**src/rtl/tx_queue_pkg.sv**
```systemverilog
// tx_queue_pkg: types and constants shared by tx_queue and byte_fifo.
//   state_t     - sequencer states
//   UART_BYTE_W - width of one byte on the uart_tx path
package tx_queue_pkg;

  localparam int UART_BYTE_W = 8;

  typedef enum logic [1:0] {
    S_IDLE      = 2'd0,
    S_WAIT_ACT  = 2'd1,
    S_WAIT_DONE = 2'd2,
    S_GAP       = 2'd3
  } state_t;

endpackage

```
**src/rtl/byte_fifo.sv**
```systemverilog
// byte_fifo: circular byte buffer, depth 2**ADDR_W, with registered level/full/empty.
// The caller decides what a rejected write means; this core simply ignores a push
// while full and a pop while empty.
// Ports:
//   clk, rst_n            clock, asynchronous active-low reset
//   flush_i               synchronous clear of pointers and level (wins over push/pop)
//   push_i, wr_data_i     enqueue strobe and byte
//   pop_i, rd_data_o      dequeue strobe and current head byte
//   full_o, empty_o       occupancy flags after the current edge
//   level_o               occupancy, ADDR_W+1 bits
module byte_fifo
  import tx_queue_pkg::*;
#(
  parameter int ADDR_W = 4
) (
  input  logic                   clk,
  input  logic                   rst_n,
  input  logic                   flush_i,
  input  logic                   push_i,
  input  logic [UART_BYTE_W-1:0] wr_data_i,
  input  logic                   pop_i,
  output logic [UART_BYTE_W-1:0] rd_data_o,
  output logic                   full_o,
  output logic                   empty_o,
  output logic [ADDR_W:0]        level_o
);

  localparam int DEPTH = 2**ADDR_W;
  localparam logic [ADDR_W:0] LVL_FULL = (ADDR_W+1)'(DEPTH);

  logic [UART_BYTE_W-1:0] mem_q [DEPTH];
  logic [ADDR_W-1:0] wr_ptr_q, wr_ptr_d;
  logic [ADDR_W-1:0] rd_ptr_q, rd_ptr_d;
  logic [ADDR_W:0]   level_q, level_d;
  logic              full_q, empty_q;
  logic              do_push, do_pop;

  assign do_push = push_i && !full_q && !flush_i;
  assign do_pop  = pop_i && !empty_q && !flush_i;

  always_comb begin
    wr_ptr_d = wr_ptr_q;
    rd_ptr_d = rd_ptr_q;
    level_d  = level_q;
    if (flush_i) begin
      wr_ptr_d = '0;
      rd_ptr_d = '0;
      level_d  = '0;
    end else begin
      if (do_push) wr_ptr_d = wr_ptr_q + 1'b1;
      if (do_pop)  rd_ptr_d = rd_ptr_q + 1'b1;
      if (do_push && !do_pop)      level_d = level_q + 1'b1;
      else if (!do_push && do_pop) level_d = level_q - 1'b1;
    end
  end

  always_ff @(posedge clk or negedge rst_n) begin
    if (!rst_n) begin
      wr_ptr_q <= '0;
      rd_ptr_q <= '0;
      level_q  <= '0;
      full_q   <= 1'b0;
      empty_q  <= 1'b1;
    end else begin
      wr_ptr_q <= wr_ptr_d;
      rd_ptr_q <= rd_ptr_d;
      level_q  <= level_d;
      full_q   <= (level_d == LVL_FULL);
      empty_q  <= (level_d == '0);
    end
  end

  // Storage needs no reset; the head is only read once level says it is valid.
  always_ff @(posedge clk) begin
    if (do_push) mem_q[wr_ptr_q] <= wr_data_i;
  end

  assign rd_data_o = mem_q[rd_ptr_q];
  assign full_o    = full_q;
  assign empty_o   = empty_q;
  assign level_o   = level_q;

endmodule

```
**src/rtl/tx_queue.sv**
```systemverilog
// tx_queue: byte FIFO plus start/active/done sequencer in front of uart_tx.
// Handlers push bytes at clock rate; the sequencer hands them to uart_tx one at a time.
// Optional build macro TX_QUEUE_CHECKSUM_EN adds csum_req: after a request, once the
// queue drains, an XOR of all bytes popped since reset/flush/last checksum is sent.
// Ports:
//   clk, rst                      clock, asynchronous active-low reset
//   wr_data, wr_en, flush         enqueue byte/strobe, synchronous queue clear
//   csum_req (macro only)         request a checksum byte after the queue drains
//   full, empty, level, idle      queue status; idle = drained and sequencer idle
//   overflow, tx_lost             sticky: dropped write / uart_tx never went active
//   tx_data, tx_start             byte and one-cycle start pulse to uart_tx
//   tx_active, tx_done            uart_tx busy level and end-of-byte pulse
//
// state       | meaning
// S_IDLE      | waiting for a byte (or pending checksum) and uart_tx not busy
// S_WAIT_ACT  | start issued, waiting for tx_active; timeout marks the byte lost
// S_WAIT_DONE | uart_tx busy, waiting for tx_done
// S_GAP       | one-cycle spacer before the next start
module tx_queue
  import tx_queue_pkg::*;
#(
  parameter int ADDR_W         = 4,
  parameter int ACTIVE_TIMEOUT = 8
) (
  input  logic                   clk,
  input  logic                   rst,
  input  logic [UART_BYTE_W-1:0] wr_data,
  input  logic                   wr_en,
  input  logic                   flush,
`ifdef TX_QUEUE_CHECKSUM_EN
  input  logic                   csum_req,
`endif
  output logic                   full,
  output logic                   empty,
  output logic [ADDR_W:0]        level,
  output logic                   idle,
  output logic                   overflow,
  output logic                   tx_lost,
  output logic [UART_BYTE_W-1:0] tx_data,
  output logic                   tx_start,
  input  logic                   tx_active,
  input  logic                   tx_done
);

  localparam int CNT_W = $clog2(ACTIVE_TIMEOUT + 1);
  // Loaded on the start edge and checked for zero in S_WAIT_ACT, so the byte is
  // declared lost exactly ACTIVE_TIMEOUT cycles after tx_start rises.
  localparam logic [CNT_W-1:0] CNT_LOAD = CNT_W'(ACTIVE_TIMEOUT - 1);

  state_t                 state_q, state_d;
  logic [CNT_W-1:0]       cnt_q, cnt_d;
  logic [UART_BYTE_W-1:0] tx_data_q, tx_data_d;
  logic                   tx_start_q;
  logic                   overflow_q, overflow_d;
  logic                   tx_lost_q, tx_lost_d;

  logic                   fifo_full, fifo_empty;
  logic [UART_BYTE_W-1:0] fifo_head;
  logic                   pop, send_csum, launch, lost_set;

`ifdef TX_QUEUE_CHECKSUM_EN
  logic [UART_BYTE_W-1:0] csum_q, csum_d;
  logic                   csum_pend_q, csum_pend_d;
`endif

  // A write while full is rejected even if a pop frees a slot on the same edge.
  byte_fifo #(.ADDR_W(ADDR_W)) u_fifo (
    .clk       (clk),
    .rst_n     (rst),
    .flush_i   (flush),
    .push_i    (wr_en && !fifo_full),
    .wr_data_i (wr_data),
    .pop_i     (pop),
    .rd_data_o (fifo_head),
    .full_o    (fifo_full),
    .empty_o   (fifo_empty),
    .level_o   (level)
  );

  // State register
  always_ff @(posedge clk or negedge rst) begin
    if (!rst) begin
      state_q <= S_IDLE;
      cnt_q   <= '0;
    end else begin
      state_q <= state_d;
      cnt_q   <= cnt_d;
    end
  end

  // Next-state logic
  always_comb begin
    state_d = state_q;
    cnt_d   = cnt_q;
    unique case (state_q)
      S_IDLE: begin
        if (launch) begin
          state_d = S_WAIT_ACT;
          cnt_d   = CNT_LOAD;
        end
      end
      S_WAIT_ACT: begin
        if (tx_active)       state_d = S_WAIT_DONE;
        else if (tx_done)    state_d = S_GAP;
        else if (cnt_q == '0) state_d = S_GAP;
        else                 cnt_d = cnt_q - 1'b1;
      end
      S_WAIT_DONE: begin
        if (tx_done) state_d = S_GAP;
      end
      S_GAP:   state_d = S_IDLE;
      default: state_d = S_IDLE;
    endcase
  end

  // Output logic: queued bytes take precedence over a pending checksum.
  always_comb begin
    pop       = 1'b0;
    send_csum = 1'b0;
    lost_set  = 1'b0;
    if (state_q == S_IDLE && !tx_active) begin
      if (!fifo_empty) pop = 1'b1;
`ifdef TX_QUEUE_CHECKSUM_EN
      else if (csum_pend_q) send_csum = 1'b1;
`endif
    end
    if (state_q == S_WAIT_ACT && !tx_active && !tx_done && cnt_q == '0) lost_set = 1'b1;
  end

  assign launch = pop || send_csum;

  always_comb begin
    tx_data_d  = tx_data_q;
    overflow_d = overflow_q;
    tx_lost_d  = tx_lost_q;
    if (launch) begin
`ifdef TX_QUEUE_CHECKSUM_EN
      tx_data_d = send_csum ? csum_q : fifo_head;
`else
      tx_data_d = fifo_head;
`endif
    end
    if (flush) begin
      overflow_d = 1'b0;
      tx_lost_d  = 1'b0;
    end else begin
      if (wr_en && fifo_full) overflow_d = 1'b1;
      if (lost_set)           tx_lost_d  = 1'b1;
    end
  end

  always_ff @(posedge clk or negedge rst) begin
    if (!rst) begin
      tx_data_q  <= '0;
      tx_start_q <= 1'b0;
      overflow_q <= 1'b0;
      tx_lost_q  <= 1'b0;
    end else begin
      tx_data_q  <= tx_data_d;
      tx_start_q <= launch;
      overflow_q <= overflow_d;
      tx_lost_q  <= tx_lost_d;
    end
  end

`ifdef TX_QUEUE_CHECKSUM_EN
  always_comb begin
    csum_d      = csum_q;
    csum_pend_d = csum_pend_q || csum_req;
    if (flush) begin
      csum_d      = '0;
      csum_pend_d = 1'b0;
    end else if (send_csum) begin
      csum_d      = '0;
      csum_pend_d = csum_req;
    end else if (pop) begin
      csum_d = csum_q ^ fifo_head;
    end
  end

  always_ff @(posedge clk or negedge rst) begin
    if (!rst) begin
      csum_q      <= '0;
      csum_pend_q <= 1'b0;
    end else begin
      csum_q      <= csum_d;
      csum_pend_q <= csum_pend_d;
    end
  end

  assign idle = fifo_empty && (state_q == S_IDLE) && !csum_pend_q;
`else
  assign idle = fifo_empty && (state_q == S_IDLE);
`endif

  assign full     = fifo_full;
  assign empty    = fifo_empty;
  assign overflow = overflow_q;
  assign tx_lost  = tx_lost_q;
  assign tx_data  = tx_data_q;
  assign tx_start = tx_start_q;

endmodule
```
**config.mk**
```make
export PLATFORM = sky130hd
export DESIGN_NAME = tx_queue
export DESIGN_NICKNAME = d
export VERILOG_FILES = /design/src/rtl/tx_queue_pkg.sv /design/src/rtl/byte_fifo.sv /design/src/rtl/tx_queue.sv
export SDC_FILE = /design/constraint.sdc
export NUM_CORES = 1
export LEC_CHECK = 0
export BUFFER_PORTS_ARGS = -buffer_cell sky130_fd_sc_hd__buf_2
export CAP_MARGIN = 20
export CORE_MARGIN = 2
export CORE_UTILIZATION = 65
export CTS_CLUSTER_SIZE = 12
export DETAILED_ROUTE_END_ITERATION = 8
export PLACE_DENSITY = 0.84
export REMOVE_ABC_BUFFERS = 1
export SLEW_MARGIN = 10
export SYNTH_ARGS = -nofsm -noshare
export SYNTH_HDL_FRONTEND = slang
export SYNTH_SLANG_ARGS = --single-unit
```
**constraint.sdc**
```tcl
create_clock -name clk -period 4.1 [get_ports clk]
set_input_delay 0.615 -clock clk [delete_from_list [all_inputs] [get_ports clk]]
set_output_delay 0.615 -clock clk [all_outputs]
set_load 0.03 [all_outputs]
```
==> metrics.txt <==
estimated wirelength of the detail-placed design=8.026 mm; basic-gate share of the synthesized area counting and, or, nand and nor cells=0.06285; most frequent cell after synthesis=edfxtp_1; remaining antenna violation count=0; switching component of the power=0.001055 W; Top Ports=33; proportion of layout cells with a drive suffix above 1=0.2442; Vias per Instance=6.629; critical path startpoint category=register; switching portion of total power=0.2602; top cell type's share of synthesized area=0.5781; Fin Setup TNS=0 ns; clock input transition at the sequential cells of the worst setup and hold paths=0.06 ns; cell internal pwr=0.002997 W; clock buffer count from CTS=17; number of enable flip-flop cells after synthesis=128; post-synthesis compound-gate area fraction=0.03764; transition time at the pin with the least slew margin=1.134 ns; slack of the worst reg-to-reg path=1.40 ns; sequential fraction of the synthesis area=0.6987; number of standard cells after synthesis=383; average cell area after synthesis=17.36 sq um; number of gates resized after cts=0; cell taking the most area after synthesis=edfxtp_1; largest net degree at the start of global routing=36; largest family of logic cells by synthesized area=multiplexers; achievable clock frequency=370.6 MHz; clk_lat worst skew=0.53 ns; Final Critical Period=2.698 ns; total power divided by cell area=543.5 nW/um^2; cell types with the largest area share after synthesis=edfxtp_1 58%, dfrtp_1 12%, mux4_2 8.1%, mux4_1 3.2%, ha_1 2.3%; kind of capture point of the worst setup path=register; count of hold-fix buffers inserted at cts=0; Reg area=4647 sq um; start point of the critical path=state_q[0]; share of synthesized area spent on multiplexers=0.1402; worst IR drop on VDD=0.2949 mV; Setup violations, final=0; area of the multi-input gates=1829 sq um; MaxCap Viol Count=0; Placed Area=6859 sq um; clock sink count=160; Critical Path RT=4.56 ns; combined global-route utilization of all metal layers=0.2653; Final Max Slew Viols=0; wire per inst=24.05 um; Synth top cells by count=128 x edfxtp_1, 31 x dfrtp_1, 28 x nor2_1, 24 x mux4_2, 20 x nand2_1; ratio of final minimum period to clock period=0.6580; clock tree root buffer cell=clkbuf_8; relative slew slack=0.2385; area of the die=11050 sq um; number of fill cells=525; aggregate global routing overflow=0; combinational fraction of design power=0.140; xor and xnor fraction of the mapped netlist area=0.01186; placer's final routability congestion estimate=0.8086; count of placed standard cells in the final layout, fillers left out=563; TritonCTS clock tree=done; Worst Path Arrival=3.16 ns; DR vias=3732; Port-buffer cells=32; die span in x=105.1 um; total core area=9864 sq um; r2r endpoint=u_fifo.full_o; biggest fanout along the worst timing path=24; antenna violations before repair=0; adder and majority cell fraction of the synthesized area=0.02258; Post-layout nets=443; antenna cell count=0; async set or reset register ratio after synthesis=0.2000; vias in the first global route=3640; DRC violation count after routing=0; outcome=finished, final reports clean; # H-tree levels=4; leakage power figure=2.609 nW; skew final=0.007646 ns; count of distinct cell types in the synthesized netlist=47; final hold violation count=0; number of synthesized register bits=160; Area growth syn-to-layout=12.14%; Syn Std Cell Area=6649 sq um; RSZ-0062 raised after global routing=no; Hold Crit Class=primary input to asynchronous set/reset pin; area of all placed cells without fillers=7456 sq um; Starting Density=0.6740; Clock Power Share=0.383; Clock Path Buffers=2; Reg-to-Reg Start=state_q[0]; path type of the worst setup path=register to register; first-pass GRT wire length=20.98 mm; post-CTS setup buffer count=0; yosys warns=0; num rows=36; detailed-route wire length=13.54 mm; dominant synthesized flop cell=edfxtp_1; sequential cell fraction of total power=0.478; Detailed Route Iter0 Violations=488; first drt pass iteration count=7; logic depth of the worst register-to-register path=8; Die Height=105.1 um; number of placed instances, taps included=528
-- cells by family (layout without fill, tap and decap cells) --
family / count (synthesis) / in the layout
compound gates: 33 / 33
buf+inv: 33 / 80
flops: 160 / 160
fa+ha+maj: 12 / 12
xor+xnor: 9 / 9
simple gates: 87 / 87
mux: 49 / 49
-- state kept, by name, summed over array words and instances (netlist names) --
register / flops
cnt_q: 4
overflow: 1
state_q: 2
tx_data: 8
tx_lost: 1
tx_start: 1
u_fifo.empty_o: 1
u_fifo.full_o: 1
u_fifo.level_o: 5
u_fifo.mem_q: 128
u_fifo.rd_ptr_q: 4
u_fifo.wr_ptr_q: 4
-- per-stage QoR --
| stage | hold WS, ns | worst slack [ns] | total power (W) | util |
|---|---|---|---|---|
| detailed placement | 0.4936 | 1.333 | 0.002523 | 0.6953 |
| finish | 0.1257 | 1.402 | 0.004052 | 0.7558 |
| floorplan | 0.3194 | 1.377 | 0.002347 | - |
| global placement | 0.4776 | 1.523 | 0.002498 | 0.6953 |
| CTS | 0.1376 | 1.443 | 0.004058 | 0.7543 |
| global route | 0.1813 | 1.206 | 0.004185 | 0.7558 |
-- worst max-delay path by stage --
stage                                     to  cells after the start
after floorplan                   tx_data[0]                      3
after global placement         u_fifo.full_o                      8
after detailed placement  u_fifo.mem_q[3][1]                      5
after CTS                      u_fifo.full_o                      8
after global routing           u_fifo.full_o                      8
final                          u_fifo.full_o                      8
-- placed cells by master (no fill, tap or decap), types with 3 or more instances in the layout --
master,instances
ha_1,12
xor2_1,5
mux2_2,9
bufinv_16,3
mux2i_1,8
clkbuf_16,16
nor2_1,28
clkinv_2,5
a221o_1,9
clkinvlp_4,3
mux4_2,24
mux4_1,8
nand2b_1,3
inv_1,10
o31ai_1,4
dfrtp_1,30
nor3b_1,3
nor3_1,13
xnor2_1,4
edfxtp_1,128
buf_2,34
o21ai_0,3
nand4_1,4
a21oi_1,7
nand2_1,20
nor2b_1,5
-- metal layers --
metal	vias up	part of all wire	global-route usage	wire [um]
met5	-	0	0	0
met4	0	0.035	0.1171	472
met3	46	0.080	0.06114	1082
met2	231	0.49	0.4198	6611
met1	1884	0.40	0.3578	5373
li1	1571	-	-	-
-- final cells by class --
class	instances	area share
Sequential cell	160	0.6233
Multi-Input combinational cell	190	0.2453
Clock buffer	17	0.05555
Timing Repair Buffer	37	0.02551
Clock inverter	15	0.02249
Tap cell	133	0.02232
Inverter	11	0.005538
-- power groups by stage --
stage / clock [W] / combinational (W) / sequential [W]
after detailed placement: 0 / 0.000555 / 0.00197
after global placement: 0 / 0.000536 / 0.00196
after global routing: 0.00163 / 0.000610 / 0.00195
after floorplan: 0 / 0.000307 / 0.00204
final: 0.00155 / 0.000566 / 0.00194
after CTS: 0.00156 / 0.000565 / 0.00194
-- critical path: stages (launching register included) --
cell     delay, ns
dfrtp_1       0.39
inv_1         0.09
ha_1          0.25
or3b_1        0.72
inv_2         0.27
and3_1        0.26
a31oi_1       0.19
xnor2_1       0.20
and4_1        0.25
(Power assumes the default switching activity.)
